**config.mk**
```make
export PLATFORM = sky130hd
export DESIGN_NAME = msg_dispatch_flat
export DESIGN_NICKNAME = d
export VERILOG_FILES = /design/src/rtl/msg_dispatch_if.sv /design/src/rtl/msg_dispatch.sv /design/src/flat_wrapper.sv
export SDC_FILE = /design/constraint.sdc
export NUM_CORES = 1
export LEC_CHECK = 0
export CORE_ASPECT_RATIO = 1.4
export CORE_MARGIN = 10
export CORE_UTILIZATION = 25
export CTS_CLUSTER_DIAMETER = 200
export DETAILED_ROUTE_END_ITERATION = 12
export PLACE_DENSITY_LB_ADDON = 0.05
export SLEW_MARGIN = 5
export SYNTH_ARGS = -nofsm -noshare
export SYNTH_HDL_FRONTEND = slang
export SYNTH_SLANG_ARGS = --single-unit
```
**constraint.sdc**
```tcl
create_clock -name clk -period 4.1 [get_ports clk]
set_input_delay 0.82 -clock clk [delete_from_list [all_inputs] [get_ports clk]]
set_output_delay 0.82 -clock clk [all_outputs]
set_load 0.02 [all_outputs]
```
**src/rtl/msg_dispatch_if.sv**
```systemverilog
// Arbiter-to-dispatcher message stream plus per-cache output ports.
interface msg_dispatch_if #(
  parameter int CACHE_NUM = 4,
  parameter int MSG_W     = 40
);
  logic                       msg_in_valid;
  logic [MSG_W-1:0]           msg_in;
  logic                       msg_in_ready;
  logic [CACHE_NUM-1:0]       msg_out_valid;
  logic [CACHE_NUM*MSG_W-1:0] msg_out;
  logic [CACHE_NUM-1:0]       msg_out_ready;
  logic                       drop_err;

  modport master (
    output msg_in_valid, msg_in, msg_out_ready,
    input  msg_in_ready, msg_out_valid, msg_out, drop_err
  );

  modport slave (
    input  msg_in_valid, msg_in, msg_out_ready,
    output msg_in_ready, msg_out_valid, msg_out, drop_err
  );
endinterface

```
**src/rtl/msg_dispatch.sv**
```systemverilog
// Coherence message dispatcher: decodes dst, fans out broadcasts,
// and queues each cache's messages in its own small FIFO.
module msg_dispatch #(
  parameter int CACHE_NUM = 4,
  parameter int ADDR_W    = 32,
  parameter int ID_W      = (CACHE_NUM > 1 ? $clog2(CACHE_NUM) : 1),
  parameter int MSG_W     = 4 + 2*ID_W + ADDR_W,
  parameter int DEPTH     = 2
) (
  input logic           clk,
  input logic           rst,
  msg_dispatch_if.slave bus
);
  localparam int PW = $clog2(DEPTH);
  localparam int CW = $clog2(DEPTH + 1);

  logic [MSG_W-1:0] mem [CACHE_NUM][DEPTH];
  logic [PW-1:0]    wp  [CACHE_NUM];
  logic [PW-1:0]    rp  [CACHE_NUM];
  logic [CW-1:0]    cnt [CACHE_NUM];

  logic             bcast;
  logic [ID_W-1:0]  src;
  logic [ID_W-1:0]  dst;
  logic             bad;
  logic             ok;
  logic             acc;
  logic [CACHE_NUM-1:0] mask;
  logic [CACHE_NUM-1:0] push;
  logic [CACHE_NUM-1:0] pop;
  logic             drop_q;

  assign bcast = bus.msg_in[MSG_W-1];
  assign src   = bus.msg_in[ADDR_W+ID_W +: ID_W];
  assign dst   = bus.msg_in[ADDR_W +: ID_W];
  assign bad   = !bcast && (32'(dst) >= 32'(CACHE_NUM));

  // Readiness uses the registered counts only; a pop never frees
  // space for the same cycle's push.
  always_comb begin
    mask = '0;
    ok   = 1'b1;
    for (int i = 0; i < CACHE_NUM; i++) begin
      if (bcast) mask[i] = (ID_W'(i) != src);
      else       mask[i] = (ID_W'(i) == dst);
      if (mask[i] && cnt[i] == CW'(DEPTH)) ok = 1'b0;
    end
  end

  assign bus.msg_in_ready = rst ? !bus.msg_in_valid : ok;
  assign acc = bus.msg_in_valid && ok && !rst;

  always_comb begin
    push = '0;
    pop  = '0;
    for (int i = 0; i < CACHE_NUM; i++) begin
      push[i] = acc && mask[i];
      pop[i]  = bus.msg_out_ready[i] && (cnt[i] != '0);
    end
  end

  always_ff @(posedge clk) begin
    if (rst) begin
      drop_q <= 1'b0;
      for (int i = 0; i < CACHE_NUM; i++) begin
        wp[i]  <= '0;
        rp[i]  <= '0;
        cnt[i] <= '0;
        for (int j = 0; j < DEPTH; j++) mem[i][j] <= '0;
      end
    end else begin
      drop_q <= acc && bad;
      for (int i = 0; i < CACHE_NUM; i++) begin
        if (push[i]) begin
          mem[i][wp[i]] <= bus.msg_in;
          wp[i] <= wp[i] + PW'(1);
        end
        if (pop[i]) rp[i] <= rp[i] + PW'(1);
        case ({push[i], pop[i]})
          2'b10:   cnt[i] <= cnt[i] + CW'(1);
          2'b01:   cnt[i] <= cnt[i] - CW'(1);
          default: cnt[i] <= cnt[i];
        endcase
      end
    end
  end

  assign bus.drop_err = drop_q;

  for (genvar g = 0; g < CACHE_NUM; g++) begin : g_out
    assign bus.msg_out_valid[g]            = (cnt[g] != '0);
    assign bus.msg_out[g*MSG_W +: MSG_W]   = mem[g][rp[g]];
  end
endmodule

```
**src/flat_wrapper.sv**
```systemverilog
// flat-port wrapper written by rule: the top's interface ports become plain ports
module msg_dispatch_flat 
#(
  parameter int CACHE_NUM = 4,
  parameter int ADDR_W    = 32,
  parameter int ID_W      = (CACHE_NUM > 1 ? $clog2(CACHE_NUM) : 1),
  parameter int MSG_W     = 4 + 2*ID_W + ADDR_W,
  parameter int DEPTH     = 2
)
  (clk, rst, bus_msg_in_valid, bus_msg_in, bus_msg_out_ready, bus_msg_in_ready, bus_msg_out_valid, bus_msg_out, bus_drop_err);
  msg_dispatch_if #(.CACHE_NUM(CACHE_NUM), .MSG_W(MSG_W)) bus_i ();
  input logic clk;
  input logic rst;
  input wire logic [$bits(bus_i.msg_in_valid)-1:0] bus_msg_in_valid;
  input wire logic [$bits(bus_i.msg_in)-1:0] bus_msg_in;
  input wire logic [$bits(bus_i.msg_out_ready)-1:0] bus_msg_out_ready;
  output wire logic [$bits(bus_i.msg_in_ready)-1:0] bus_msg_in_ready;
  output wire logic [$bits(bus_i.msg_out_valid)-1:0] bus_msg_out_valid;
  output wire logic [$bits(bus_i.msg_out)-1:0] bus_msg_out;
  output wire logic [$bits(bus_i.drop_err)-1:0] bus_drop_err;
  assign bus_i.msg_in_valid = bus_msg_in_valid;
  assign bus_i.msg_in = bus_msg_in;
  assign bus_i.msg_out_ready = bus_msg_out_ready;
  assign bus_msg_in_ready = bus_i.msg_in_ready;
  assign bus_msg_out_valid = bus_i.msg_out_valid;
  assign bus_msg_out = bus_i.msg_out;
  assign bus_drop_err = bus_i.drop_err;
  msg_dispatch #(.CACHE_NUM(CACHE_NUM), .ADDR_W(ADDR_W), .ID_W(ID_W), .MSG_W(MSG_W), .DEPTH(DEPTH)) u_core (.clk(clk), .rst(rst), .bus(bus_i));
endmodule
```
* Word-level counts from Yosys, hierarchy flattened
Memory sizes are Yosys's and may differ from the RTL's. Index checks and enable logic that the tools add are counted.
Cells by class: reduce and logical (&&, ||, !) cells 30, multiplexer cells 435, add/subtract/negate cells 16, equal/unequal tests 18, bitwise operators 348, $lt $le $gt $ge 12
Operator list (count):
- $mux W40 | 16
- $mux W1 | 399
- $or A1 B1 Y1 | 340
- $mux W80 | 4
- $demux W40 S1 | 4
- $mux W2 | 12
- $logic_and A1 B1 Y1 | 18
- $eq A2 B2 Y1 const B | 8
- $ge A2 B2 Y1 const B | 8
- $not A1 Y2 | 8
- $reduce_bool A2 Y1 | 5
- $add A1 B1 Y1 const B | 8
- $add A2 B1 Y2 const B | 4
- $eq A2 B1 Y1 const B | 4
- $lt A2 B1 Y1 const B | 4
- $reduce_or A2 Y1 | 4
- $sub A2 B1 Y2 const B | 4
- $eq A2 B2 Y1 const A | 2
- $ne A2 B2 Y1 const A | 2
- $eq A1 B2 Y1 const A | 1
- $logic_not A1 Y1 | 2
- $logic_not A2 Y1 | 1
- $ne A1 B2 Y1 const A | 1
Word-level totals: memories 4, output and inout bits 166, bits in writable memories 336, bits in registers 0
Memory list:
- u_core.mem | depth 4, width 80, read ports 4, clocked after memory_dff 0, wr ports 4, line msg_dispatch.sv:17 | logic [MSG_W-1:0] mem [CACHE_NUM][DEPTH];
- u_core.cnt | depth 4, width 2, read ports 4, clocked after memory_dff 0, wr ports 4, line msg_dispatch.sv:20 | logic [CW-1:0] cnt [CACHE_NUM];
- u_core.rp | depth 4, width 1, read ports 4, clocked after memory_dff 0, wr ports 4, line msg_dispatch.sv:19 | logic [PW-1:0] rp [CACHE_NUM];
- u_core.wp | depth 4, width 1, read ports 4, clocked after memory_dff 0, wr ports 4, line msg_dispatch.sv:18 | logic [PW-1:0] wp [CACHE_NUM];

* Longest topological paths before layout
depth after elaboration 17, gate-level depth with buffers 11, mapped depth without buffers 10

* Worst setup path after synthesis
Ideal clock, no wire load.
path type input -> register, from in bus_msg_in[35], to mem u_core.mem[1][0] (netlist bit) (enable), setup slack 807 ps, required time 3704 ps, setup time 396 ps, data arrival time 2897 ps, stages on the path 6, path through buf_2 -> or3b_1 -> a31oi_4 -> nand4_4 -> nor2_1 -> a21o_1
RTL lines:
- from (decl) | line flat_wrapper.sv:15 | input wire logic [$bits(bus_i.msg_in)-1:0] bus_msg_in;
- to (decl) | line msg_dispatch.sv:17

* Final worst setup path
from in bus_msg_in[33], to out bus_msg_in_ready
On the way: word-level cells in the longest chain between the ends 8, elaborated cells between the ends (all ways) 17
RTL lines:
- $logic_not A2 Y1 | line msg_dispatch.sv:45 | else mask[i] = (ID_W'(i) == dst);
- $mux W1 | line msg_dispatch.sv:44 | if (bcast) mask[i] = (ID_W'(i) != src);
- $logic_and A1 B1 Y1 | line msg_dispatch.sv:46 | if (mask[i] && cnt[i] == CW'(DEPTH)) ok = 1'b0;
- $mux W1 (3 in a row) | line msg_dispatch.sv:46
- $mux W1 * | line msg_dispatch.sv:46
- $mux W1 * | line msg_dispatch.sv:50 | assign bus.msg_in_ready = rst ? !bus.msg_in_valid : ok;
- to (decl) | line flat_wrapper.sv:17 | output wire logic [$bits(bus_i.msg_in_ready)-1:0] bus_msg_in_ready;
Mark *: on every way between the ends. The rest lies on a longest branch, timed or not.

==> impl_metrics.prom <==
# TYPE chip_impl_metric gauge
chip_impl_metric{name="start_util",unit="%"} 25.2
chip_impl_metric{name="grt_start_max_net_pins",unit=""} 112
chip_impl_metric{name="critPathMaxFanout",unit=""} 10
chip_impl_metric{name="sw_frac_of_total",unit="%"} 26.4
chip_impl_info{name="setup_repair_after_global_routing_missed_its_margin",value="false"} 1
chip_impl_info{name="worst_path_max_delay_cell",value="clkdlybuf4s50_1"} 1
chip_impl_info{name="cts_tree",value="done"} 1
chip_impl_metric{name="final_layout_size_suffix_gt1_share",unit="%"} 19.2
chip_impl_metric{name="vias",unit=""} 9557
chip_impl_metric{name="post-synth-top-area-fraction",unit="%"} 44.7
chip_impl_info{name="top_area_cells_in_the_synthesized_netlist",value="edfxtp_1, dfxtp_1, mux2_2, and2_1, nand3b_1"} 1
chip_impl_metric{name="postRouteWirelength",unit="um"} 48100
chip_impl_metric{name="port_buffers",unit=""} 211
chip_impl_metric{name="period_share",unit="%"} 84.9
chip_impl_metric{name="ys_async_sr_fraction",unit="%"} 0
chip_impl_info{name="path_delay_family",value="buffers and inverters"} 1
chip_impl_metric{name="vias_in_the_first_global_route",unit=""} 10100
chip_impl_metric{name="power.share.clock",unit="%"} 39.0
chip_impl_info{name="run_status",value="completed"} 1
chip_impl_metric{name="report.final.setup_viol",unit=""} 0
chip_impl_metric{name="post_cts.repair.setup_buffers",unit=""} 0
chip_impl_metric{name="syn_avg_cell_area",unit="sq um"} 12.3
chip_impl_metric{name="clk_path_buf_depth",unit=""} 3
chip_impl_metric{name="finalHoldViolations",unit=""} 0
chip_impl_metric{name="insertion_delay_to_the_later_sink_of_the_worst_skew_pair",unit="ns"} 0.54
chip_impl_metric{name="achievable_freq",unit="MHz"} 287
chip_impl_metric{name="drt-initial-drc-count",unit=""} 436
chip_impl_metric{name="postLayoutCoreUtil",unit="%"} 32.6
chip_impl_metric{name="period_needed",unit="ns"} 3.48
chip_impl_info{name="critical_path.cell_chain",value="clkdlybuf4s50_1 > nor2b_1 > o2111ai_2 > nand4_1 > mux2i_1 > buf_4"} 1
chip_impl_metric{name="ios",unit=""} 213
chip_impl_info{name="synthMostInstantiatedCell",value="edfxtp_1"} 1
chip_impl_metric{name="ir_drop",unit="V"} 0.000307
chip_impl_metric{name="avgViaCountPerCell",unit=""} 4.45
chip_impl_metric{name="dp_hpwl",unit="um"} 32700
chip_impl_metric{name="syn_inst_count",unit=""} 1181
chip_impl_metric{name="floorplan.rows",unit=""} 104
chip_impl_metric{name="power.share.combinational",unit="%"} 16.0
chip_impl_info{name="worstSetupEndpointType",value="output pin"} 1
chip_impl_metric{name="clock_skew",unit="ns"} 0.0164
chip_impl_metric{name="finalWeightedCongestion",unit=""} 0.732
chip_impl_metric{name="cts_max_level",unit=""} 2
chip_impl_metric{name="global_route.overflow_total",unit=""} 0
chip_impl_metric{name="path_buf_inv",unit=""} 2
chip_impl_metric{name="route.detailed.wl_per_inst",unit="um"} 22.4
chip_impl_metric{name="timing.critical_path.required",unit="ns"} 3.28
chip_impl_metric{name="fp.dieArea",unit="sq um"} 68200
chip_impl_metric{name="yosysWarnings",unit=""} 0
chip_impl_metric{name="cap_violations",unit=""} 0
chip_impl_metric{name="synth_sequential_area_ratio",unit="%"} 61.2
chip_impl_metric{name="nets",unit=""} 1430
chip_impl_metric{name="first_pass_grt_wire_length",unit="um"} 71400
chip_impl_metric{name="drt_drc_violations_left",unit=""} 0
chip_impl_metric{name="tightestPinTransition",unit="ns"} 0.912
chip_impl_metric{name="synth_area",unit="sq um"} 14500
chip_impl_metric{name="cp_data_arrival_time",unit="ns"} 2.66
chip_impl_info{name="critPathLaunchType",value="primary input"} 1
chip_impl_metric{name="ctsHoldBuffers",unit=""} 0
chip_impl_metric{name="count_of_flip_flops_with_a_built_in_enable_after_synthesis",unit=""} 216
chip_impl_metric{name="postSynthRegisterBits",unit=""} 336
chip_impl_metric{name="power_frac_seq",unit="%"} 45.0
chip_impl_metric{name="area_delta_synth_final",unit="%"} 29.2
chip_impl_metric{name="critPathMaxStageDelay",unit="ns"} 0.60
chip_impl_metric{name="dr.pass1.iters",unit=""} 4
chip_impl_metric{name="synth_cell_types",unit=""} 43
chip_impl_metric{name="final_max_slew_viol_count",unit=""} 0
chip_impl_info{name="synth_flop_cell",value="edfxtp_1"} 1
chip_impl_metric{name="die_w",unit="um"} 224
chip_impl_metric{name="cts_made_buffers",unit=""} 39
chip_impl_metric{name="number_of_antenna_violating_nets_in_the_routed_design",unit=""} 0
chip_impl_info{name="cts.root.buffer_cell",value="clkbuf_16"} 1
chip_impl_metric{name="placeableCoreArea",unit="sq um"} 57500
chip_impl_metric{name="p_leak",unit="nW"} 6.93
chip_impl_metric{name="clkTransAtPathRegs",unit="ns"} 0.05
chip_impl_metric{name="fp.dieH",unit="um"} 305
chip_impl_metric{name="ctsResizeCount",unit=""} 0
chip_impl_info{name="timing.setup.critical_path_class",value="in -> out"} 1
chip_impl_info{name="synth.top_cells.by_count",value="edfxtp_1, mux2_2, dfxtp_1, and2_1, nand2_1"} 1
chip_impl_metric{name="p_int",unit="W"} 0.00633
chip_impl_metric{name="max_slew_margin",unit="%"} 39.2
chip_impl_metric{name="syn-num-nets",unit=""} 1238
chip_impl_info{name="synth_largest_area_cell",value="edfxtp_1"} 1
chip_impl_metric{name="pwr_density_cell",unit="nW/um^2"} 459
chip_impl_metric{name="finalSetupTns",unit="ns"} 0
chip_impl_metric{name="grt_antenna_before_repair",unit=""} 5
chip_impl_metric{name="timing.reg2reg.setup_slack",unit="ns"} 1.45
chip_impl_metric{name="switching_pwr",unit="W"} 0.00227
chip_impl_metric{name="clkSinkCount",unit=""} 336
chip_impl_metric{name="groute.usage.overall",unit="%"} 13.8
chip_impl_info{name="holdCritPathClass",value="reg -> reg"} 1
[registers in the layout, summed over array words and instances, names as in the netlist]
signal      count
u_core.mem    320
u_core.cnt      8
u_core.wp       4
u_core.rp       4
[worst register-to-register path: stages (launching register included)]
cell      delay (ns)
edfxtp_1        0.39
inv_1           0.10
ha_1            0.26
a21bo_2         0.29
and4_2          0.23
inv_2           0.07
buf_4           0.43
ha_1            0.32
nor2_1          0.06
o21bai_1        0.21
[area by class of cell]
type	count	area (sq um)
Multi-Input combinational cell	737	5200
Fill cell	5837	38800
Inverter	18	67.6
Clock buffer	53	1060
Timing Repair Buffer	241	2460
Antenna cell	5	12.5
Sequential cell	336	8890
Clock inverter	18	143
Tap cell	742	928
[routing by layer]
metal | up-vias | global-route usage (%) | share of wire [%]
li1 | 4592 | - | -
met1 | 4714 | 18.1 | 46
met2 | 198 | 22.6 | 47
met3 | 53 | 2.51 | 4.3
met4 | 0 | 4.33 | 2.3
met5 | - | 0 | 0
[cell families after synthesis]
family	after synthesis	share of synthesized area, %
other	1	0.0258
AO/OA/AOI/OAI	129	5.06
adder cells (fa/ha/maj)	10	0.862
flip-flops	336	61.2
XOR/XNOR	3	0.181
AND/OR/NAND/NOR	433	17.2
multiplexers	161	12.5
buffers and inverters	108	3.02
[per-stage QoR]
step                power [W]  setup WS, ns  hold slack, ns  instances  area, sq um
floorplan             0.00466         0.807           0.442       1181        14500
CTS                   0.00878         0.576           0.475       2145        18700
global placement      0.00537         0.415           0.458       2074        17500
finish                0.00860         0.621           0.470       2150        18800
global route          0.00898         0.510           0.483       2145        18700
detailed placement    0.00536         0.366           0.463       2074        17500
[power groups by stage]
stage	combinational, W	clock (W)	sequential [W]
CTS	0.00143	0.00348	0.00387
global route	0.00149	0.00360	0.00389
detailed placement	0.00142	0	0.00394
floorplan	0.000747	0	0.00391
finish	0.00138	0.00336	0.00387
global placement	0.00143	0	0.00394
[worst paths after layout]
check | cells past startpoint | to | from
setup / recovery | 6 | bus_msg_in_ready | bus_msg_in[33]
hold / removal | 2 | u_core.mem[3][26] | u_core.mem[3][26]
hold reg to reg | 2 | u_core.mem[3][26] | u_core.mem[3][26]
setup reg to reg | 9 | u_core.cnt[0][4] | u_core.cnt[0][6]
[cells in the final DEF, fill, tap and decap left out, drive strengths merged, types with 5 or more instances in the layout]
cell type,count
ha,10
o21ai,68
and2,118
o21bai,5
edfxtp,216
clkinv,13
nand3,42
nor3,16
buf,32
clkbuf,53
or2,8
mux2,160
dfxtp,120
diode,5
a21oi,45
nand2b,20
inv,21
nand2,106
nor2,15
nand3b,94
clkdlybuf4s50,209
No activity file was read; power rests on OpenSTA's default activity.
